`src/rtl/ikaopll_bus_sequencer.sv`:
```
// rtl/ikaopll_bus_sequencer.sv - buffers host register writes and replays them on the IKAOPLL chip bus
// All bus timing is counted in phiM enable ticks; every timed state lasts exactly N ticks.
module ikaopll_bus_sequencer #(
  parameter int FIFO_AW     = 2,
  parameter int IC_TICKS    = 80,
  parameter int WR_TICKS    = 4,
  parameter int AWAIT_TICKS = 12,
  parameter int DWAIT_TICKS = 84,
  parameter int ADDR_SKIP   = 1
) (
  input  logic               i_EMUCLK,
  input  logic               i_RST_n,
  input  logic               i_phiM_PCEN_n,
  input  logic               i_WRQ_VALID,
  output logic               o_WRQ_READY,
  input  logic [7:0]         i_WRQ_ADDR,
  input  logic [7:0]         i_WRQ_DATA,
  output logic [FIFO_AW:0]   o_FIFO_LEVEL,
  output logic               o_BUSY,
  output logic               o_IC_n,
  output logic               o_CS_n,
  output logic               o_WR_n,
  output logic               o_A0,
  output logic [7:0]         o_D
);
  localparam int DEPTH = 1 << FIFO_AW;
  localparam logic [FIFO_AW:0] DEPTH_L  = (FIFO_AW+1)'(DEPTH);
  localparam logic [7:0]       IC_M1    = 8'(IC_TICKS - 1);
  localparam logic [7:0]       WR_M1    = 8'(WR_TICKS - 1);
  localparam logic [7:0]       AWAIT_M1 = 8'(AWAIT_TICKS - 1);
  localparam logic [7:0]       DWAIT_M1 = 8'(DWAIT_TICKS - 1);

  typedef enum logic [2:0] {RST_IC, IDLE, AWR, AWAIT, DWR, DWAIT} state_t;

  state_t             state, state_nx;
  logic [7:0]         cnt, cnt_nx;
  logic [7:0]         waddr, wdata, last_addr;
  logic               last_vld;
  logic [7:0]         fifo_addr [DEPTH];
  logic [7:0]         fifo_data [DEPTH];
  logic [FIFO_AW-1:0] wptr, rptr;
  logic [FIFO_AW:0]   level_nx;
  logic               tick, done, push, pop, skip;

  assign tick     = ~i_phiM_PCEN_n;
  assign done     = tick && (cnt == 8'd0);
  assign push     = i_WRQ_VALID && o_WRQ_READY;
  assign pop      = (state == IDLE) && (o_FIFO_LEVEL != '0);
  assign skip     = (ADDR_SKIP != 0) && last_vld && (fifo_addr[rptr] == last_addr);
  assign level_nx = o_FIFO_LEVEL + (FIFO_AW+1)'(push) - (FIFO_AW+1)'(pop);

  always_comb begin
    state_nx = state;
    cnt_nx   = cnt;
    if (tick && (cnt != 8'd0)) cnt_nx = cnt - 8'd1;
    case (state)
      RST_IC: if (done) state_nx = IDLE;
      IDLE: begin
        if (pop) begin
          state_nx = skip ? DWR : AWR;
          cnt_nx   = WR_M1;
        end
      end
      AWR: begin
        if (done) begin
          state_nx = AWAIT;
          cnt_nx   = AWAIT_M1;
        end
      end
      AWAIT: begin
        if (done) begin
          state_nx = DWR;
          cnt_nx   = WR_M1;
        end
      end
      DWR: begin
        if (done) begin
          state_nx = DWAIT;
          cnt_nx   = DWAIT_M1;
        end
      end
      DWAIT: if (done) state_nx = IDLE;
      default: begin
        state_nx = RST_IC;
        cnt_nx   = IC_M1;
      end
    endcase
  end

  // FIFO storage needs no reset: the level and pointers define which entries are live.
  always_ff @(posedge i_EMUCLK) begin
    if (push) begin
      fifo_addr[wptr] <= i_WRQ_ADDR;
      fifo_data[wptr] <= i_WRQ_DATA;
    end
  end

  always_ff @(posedge i_EMUCLK or negedge i_RST_n) begin
    if (!i_RST_n) begin
      state        <= RST_IC;
      cnt          <= IC_M1;
      o_IC_n       <= 1'b0;
      o_CS_n       <= 1'b1;
      o_WR_n       <= 1'b1;
      o_A0         <= 1'b0;
      o_D          <= 8'h00;
      o_WRQ_READY  <= 1'b0;
      o_FIFO_LEVEL <= '0;
      o_BUSY       <= 1'b1;
      wptr         <= '0;
      rptr         <= '0;
      waddr        <= 8'h00;
      wdata        <= 8'h00;
      last_addr    <= 8'h00;
      last_vld     <= 1'b0;
    end else begin
      state        <= state_nx;
      cnt          <= cnt_nx;
      o_IC_n       <= (state_nx != RST_IC);
      o_CS_n       <= !((state_nx == AWR) || (state_nx == DWR));
      o_WR_n       <= !((state_nx == AWR) || (state_nx == DWR));
      // Ready opens one clock after the chip reset pulse ends.
      o_WRQ_READY  <= (state != RST_IC) && (level_nx < DEPTH_L);
      o_FIFO_LEVEL <= level_nx;
      o_BUSY       <= (state_nx != IDLE) || (level_nx != '0);
      if (push) wptr <= wptr + FIFO_AW'(1);
      if (pop) begin
        rptr  <= rptr + FIFO_AW'(1);
        waddr <= fifo_addr[rptr];
        wdata <= fifo_data[rptr];
        o_A0  <= skip;
        o_D   <= skip ? fifo_data[rptr] : fifo_addr[rptr];
      end
      if ((state == AWAIT) && done) begin
        o_A0 <= 1'b1;
        o_D  <= wdata;
      end
      if ((state == AWR) && done) begin
        last_addr <= waddr;
        last_vld  <= 1'b1;
      end
    end
  end
endmodule
```
`config.mk`:
```
export PLATFORM = sky130hd
export DESIGN_NAME = ikaopll_bus_sequencer
export DESIGN_NICKNAME = d
export VERILOG_FILES = /design/src/rtl/ikaopll_bus_sequencer.sv
export SDC_FILE = /design/constraint.sdc
export NUM_CORES = 1
export LEC_CHECK = 0
export ABC_AREA = 0
export BUFFER_PORTS_ARGS = -buffer_cell sky130_fd_sc_hd__buf_2
export CORE_MARGIN = 1
export CORE_UTILIZATION = 40
export DETAILED_ROUTE_END_ITERATION = 16
export PLACE_DENSITY = 0.56
export SLEW_MARGIN = 20
export SYNTH_ARGS = -nofsm -noshare
export SYNTH_HDL_FRONTEND = slang
export SYNTH_SLANG_ARGS = --single-unit
```
`constraint.sdc`:
```
create_clock -name i_EMUCLK -period 5.16 [get_ports i_EMUCLK]
set_input_delay 0.774 -clock i_EMUCLK [delete_from_list [all_inputs] [get_ports i_EMUCLK]]
set_output_delay 0.774 -clock i_EMUCLK [all_outputs]
set_load 0.02 [all_outputs]
```
; After elaboration in Yosys (flattened, before gate mapping)
; Memories as Yosys holds them, arrays and structs flattened.
; Index checks and enable logic that the tools add are counted.
[totals]
mem_bits_rw = 64
word_cells = 73
reg_bits = 56
inputBits = 20
memories = 2
out_inout_bits = 17
[memory_table]
columns = memory, words, word_bits, rd, rd_clocked_by_memory_dff, write_ports, line
row1 = fifo_addr, 4, 8, 1, 0, 1, 39  ; logic [7:0] fifo_addr [DEPTH];
row2 = fifo_data, 4, 8, 1, 0, 1, 40  ; logic [7:0] fifo_data [DEPTH];
[classes]
order_cmp = 1
muxes = 20
n_reduce_logical = 20
bitwise = 1
addsub = 5
eq_ne = 9
[ops]
columns = cell, n
row1 = two-way mux 8 bit, 8
row2 = case mux 8 bit (5 select lines), 1
row3 = two-way mux 3 bit, 6
row4 = case mux 3 bit (5 select lines), 1
row5 = nonzero test 3 bit, 4
row6 = equality test 3 x 2 -> 1 bit (second input constant), 3
row7 = equality test 3 bit (second input constant), 3
row8 = equality test 8 bit, 1
row9 = logical AND 1 bit, 8
row10 = zero test 8 bit, 1
row11 = nonzero test 8 bit, 1
row12 = subtractor 8 x 1 -> 8 bit (second input constant), 1
row13 = adder 2 x 1 -> 2 bit (second input constant), 2
row14 = two-way mux 1 bit, 4
row15 = adder 3 x 1 -> 3 bit, 1
row16 = equality test 3 x 1 -> 1 bit (second input constant), 1
row17 = zero test 3 bit, 1
row18 = < comparator 3 bit (second input constant), 1
row19 = != test 3 x 1 -> 1 bit (second input constant), 1
row20 = subtractor 3 x 1 -> 3 bit, 1
row21 = logical OR 1 bit, 2
row22 = nonzero test 2 bit, 1
row23 = OR reduction 2 bit, 1
row24 = zero test 1 bit, 1
row25 = NOT 1 bit, 1

; Depth between registers and ports, before layout
; An unclocked memory read counts as a cell.
[depth]
depth_word = 9
ltp_mapped = 14
depth_no_buf = 12

; Worst setup path after synthesis
; OpenSTA, ideal clock, no wires.
[synth_path]
path_kind = flip-flop to flip-flop
from = register o_FIFO_LEVEL[1]
to = register o_BUSY
t_arrival_ns = 2.807
path_stages_with_launch = 14
required_ns = 5.077
path_slack_ns = 2.270
setup_ns = 0.083
synth_period_minus_slack_ns = 2.890
path_buffers = 1
cell_sequence = dfrtp_1 o31ai_1 nor2_1 nand2_1 inv_1 clkbuf_1 ha_1 inv_1 ha_1 fa_1 xnor2_1 xnor2_1 nor4_1 nand2_1
[synth_between]
elab_cells_between_ends = 9
classes_between = 2 x add/sub / 1 x eq/ne / 2 x mux / 4 x reduce/logical
[synth_rtl]
columns = item, line
row1 = "start, declared", 18  ; output logic [FIFO_AW:0] o_FIFO_LEVEL,
row2 = "start signal, assigned", 124  ; o_FIFO_LEVEL <= level_nx;
row3 = nonzero test 3 bit, 48  ; assign pop = (state == IDLE) && (o_FIFO_LEVEL != '0);
row4 = logical AND 1 bit, 48
row5 = via pop, 43  ; logic tick, done, push, pop, skip;
row6 = subtractor 3 x 1 -> 3 bit, 50  ; assign level_nx = o_FIFO_LEVEL + (FIFO_AW+1)'(push) - (FIFO_AW+1)'(pop);
row7 = via level_nx[2], 42  ; logic [FIFO_AW:0] level_nx;
row8 = nonzero test 3 bit, 125  ; o_BUSY <= (state_nx != IDLE) || (level_nx != '0);
row9 = logical OR 1 bit, 125
row10 = "end signal, assigned", 125
row11 = "end, declared", 19  ; output logic o_BUSY,
; The timed path passes the listed nets, and every way through them passes these cells.
; A chain may end at the register's enable or synchronous reset.

; Final worst setup path
[layout_path]
from = register o_FIFO_LEVEL[1]
to = register o_BUSY
[layout_between]
elab_cells_between_ends = 9
classes_between = 2 x add/sub / 1 x eq/ne / 2 x mux / 4 x reduce/logical
[layout_rtl]
columns = item, line
row1 = "parallel branches: the longest is 2 deep, another holds adder 3 x 1 -> 3 bit", -
row2 = subtractor 3 x 1 -> 3 bit (*), 50
row3 = via level_nx[2], 42
row4 = nonzero test 3 bit (*), 125
row5 = logical OR 1 bit (*), 125
; Mark *: on every way through the listed nets, which the timed path passes.

==> impl_metrics.csv <==
group,metric,value,unit
synthesis,synthCells,369,
sta,setup_tns,0,ns
synthesis,synthArstFlopShare,0.467,
sta,rsz0062_at_grt,"no",
floorplanning,dieArea,13500,um2
synthesis,synthTopCellsByCount,"64 x edfxtp_1, 49 x dfrtp_1, 21 x nand2_1, 21 x nand3_1, 17 x a21o_1",
sta,fmax,301,MHz
run,cap_violations,0,
place,hpwl,6.55,mm
power_and_ir_drop,power_density,579,nW/um2
floorplanning,die_w,116,um
sta,max_slew.worst_pin.slew,0.993,ns
cts,cts_sinks,120,
sta,setup_viol,0,
global_route,grt_max_degree,57,
synthesis,syn_nets,397,
route,first_pass_iters,4,
synthesis,netlist.area_leader.share,0.369,
cts,ctsHoldBuffers,0,
power_and_ir_drop,swShare,0.323,
synthesis,ys_types,48,
outcome,status,"completed",
cells_and_area,fill_cells,1148,
floorplanning,rows,41,
cells_and_area,n_antenna_cell,0,
route,post_drt_wl_per_cell,17.0,um
critical_path,slowest_delay,0.40,ns
power_and_ir_drop,power_frac_comb,0.263,
floorplanning,ios,37,
critical_path,path_cells,"o31ai_1, nor2_1, nand2_1, buf_4, inv_1, ha_1, inv_1, ha_1, fa_1, xnor2_1, xnor2_1, nor4_1, nand2_1",
synthesis,synth-edff-count,64,
sta,hold_viol,0,
global_route,grt_pass1_wl,16.4,mm
critical_path,slowest_stage,"dfrtp_1",
cts,root_buffer,"clkbuf_16",
cells_and_area,drive_above_1_share,0.263,
synthesis,synthTopCellsByArea,"edfxtp_1 37%, dfrtp_1 24%, mux4_2 6.5%, dfstp_2 3.5%, xnor2_1 2.7%",
synthesis,avgSynthCellArea,14.1,um2
synthesis,ys_ff_latch,120,
floorplanning,die_height,116,um
power_and_ir_drop,pwr-share-clk,0.321,
critical_path,cp_top_family,"adder cells",
cts,cts_buffer_depth,2,
place,port_buffers,36,
synthesis,yosys.area.top_type,"edfxtp_1",
critical_path,arrival,3.66,ns
sta,slew_viol_final,0,
route,wirelength,10.1,mm
synthesis,synthesis.area,5210,um2
synthesis,yosysMostFrequentCell,"edfxtp_1",
route,vias,3103,
power_and_ir_drop,p_seq_frac,0.416,
synthesis,synth-main-ff-cell,"edfxtp_1",
global_route,overflow,0,
power_and_ir_drop,switchingPower,1.15,mW
min_path,hp-class,"reg -> reg",
power_and_ir_drop,p_int,2.40,mW
cells_and_area,final_nets,438,
critical_path,critPathMaxFanout,28,
cells_and_area,synthToLayoutAreaGrowth,17.6,%
cts,post_cts_resized,0,
route,drt-initial-drc-count,137,
route,ant_nets,0,
cts,cts_max_level,4,
route,avgViaCountPerCell,5.22,
critical_path,critPathKind,"reg -> reg",
critical_path,crit_path_end_kind,"flip-flop",
power_and_ir_drop,p_leak,2.47,nW
global_route,antenna_found_initial,0,
sta,finClkSkew,0.00605,ns
cts,cts_made_buffers,17,
power_and_ir_drop,max-vdd-ir-drop,343,uV
place,routabilityCongestion,0.808,
critical_path,cp_num_buf_inv,3,
cts,path_clk_slew,0.05,ns
route,drcViolationCount,0,
floorplanning,start_util,0.411,
cts,postCtsSetupBuffers,0,
cts,tritoncts,"done",
sta,slew_headroom,0.338,
cts,worstSkewPairLatency,0.42,ns
synthesis,seq_area_frac_synth,0.640,
critical_path,cp.required,5.50,ns
floorplanning,core,12700,um2
sta,period_needed,3.32,ns
critical_path,start_kind,"flip-flop",
sta,period_share,0.644,
synthesis,yosys_warnings,0,
global_route,grt_usage,0.167,
global_route,grt_pass1_vias,3171,
power_and_ir_drop,total_power,3.55,mW
==> sequential cells by signal, summed over array words and instances (netlist names) <==
name / flops
cnt: 8
fifo_addr: 32
fifo_data: 32
last_addr: 8
last_vld: 1
o_A0: 1
o_BUSY: 1
o_D: 8
o_FIFO_LEVEL: 3
o_IC_n: 1
o_WRQ_READY: 1
o_WR_n: 1
rptr: 2
state: 3
waddr: 8
wdata: 8
wptr: 2
==> power groups by stage <==
stage | Combinational (mW) | Clock (mW) | Sequential, mW
global route | 1.03 | 1.21 | 1.51
CTS | 0.945 | 1.16 | 1.48
floorplan | 0.717 | 0 | 1.45
detailed placement | 0.938 | 0 | 1.50
finish | 0.934 | 1.14 | 1.48
global placement | 0.925 | 0 | 1.49
==> metal layers <==
layer | vias to the layer above | track usage | wire length, um | part of all wire
li1 | 1459 | - | - | -
met1 | 1563 | 0.225 | 4860 | 0.48
met2 | 64 | 0.254 | 4670 | 0.46
met3 | 17 | 0.0535 | 430 | 0.043
met4 | 0 | 0.0641 | 152 | 0.015
met5 | - | 0 | 0 | 0
==> worst paths after layout <==
path	cells past startpoint	start	endpoint	slack [ns]
max	13	o_FIFO_LEVEL[1]$_DFF_PN0_	o_BUSY$_DFF_PN1_	1.84
min	1	wdata[3]$_DFFE_PN0P_	wdata[3]$_DFFE_PN0P_	0.48
max reg2reg	13	o_FIFO_LEVEL[1]$_DFF_PN0_	o_BUSY$_DFF_PN1_	1.84
min reg2reg	1	wdata[3]$_DFFE_PN0P_	wdata[3]$_DFFE_PN0P_	0.48
max in group asynchronous	2	i_RST_n	wdata[1]$_DFFE_PN0P_	4.17
min in group asynchronous	2	i_RST_n	o_FIFO_LEVEL[0]$_DFF_PN0_	0.49
==> per-stage QoR <==
| step | hold WS, ns | cell area, um2 | cells | setup slack, ns | utilization |
|---|---|---|---|---|---|
| floorplan | 0.445 | 5210 | 369 | 2.27 | - |
| global placement | 0.459 | 5550 | 563 | 1.96 | 0.438 |
| detailed placement | 0.465 | 5550 | 563 | 1.85 | 0.438 |
| CTS | 0.477 | 6120 | 594 | 1.82 | 0.483 |
| global route | 0.496 | 6120 | 594 | 1.51 | 0.483 |
| finish | 0.476 | 6120 | 594 | 1.84 | 0.483 |
==> cell type report <==
class | instances | area, um2 | share of cell area
tap | 172 | 215 | 0.0351
timing repair buffer | 39 | 203 | 0.0331
inverter | 11 | 41.3 | 0.00674
sequential | 120 | 3330 | 0.544
clock inverter | 14 | 151 | 0.0247
multi-input combinational | 221 | 1760 | 0.287
clock buffer | 17 | 425 | 0.0695
==> placed cells by master (no fill, tap or decap), types with 3 or more instances in the layout <==
master / n
edfxtp_1: 64
dfrtp_1: 49
buf_2: 36
nand2_1: 21
nand3_1: 21
a21o_1: 17
clkbuf_16: 17
xnor2_1: 16
and2_1: 16
mux4_2: 15
nor2_1: 12
inv_1: 11
o21ai_0: 11
nand4_1: 10
mux2_2: 9
and3_1: 8
nor3_1: 7
ha_1: 7
dfstp_2: 7
a21oi_1: 6
o21ai_1: 6
nand2b_1: 4
mux2i_1: 4
clkinvlp_4: 4
xor2_1: 3
inv_6: 3
clkinv_4: 3
buf_4: 3
==> cell families after synthesis <==
kind of cell / Yosys count / synth area share
compound gates: 53 / 0.0696
xor+xnor: 19 / 0.0319
fa+ha+maj: 8 / 0.0207
buf+inv: 28 / 0.0233
flops: 120 / 0.640
mux: 28 / 0.0920
simple gates: 113 / 0.123
(Power assumes the default switching activity.)
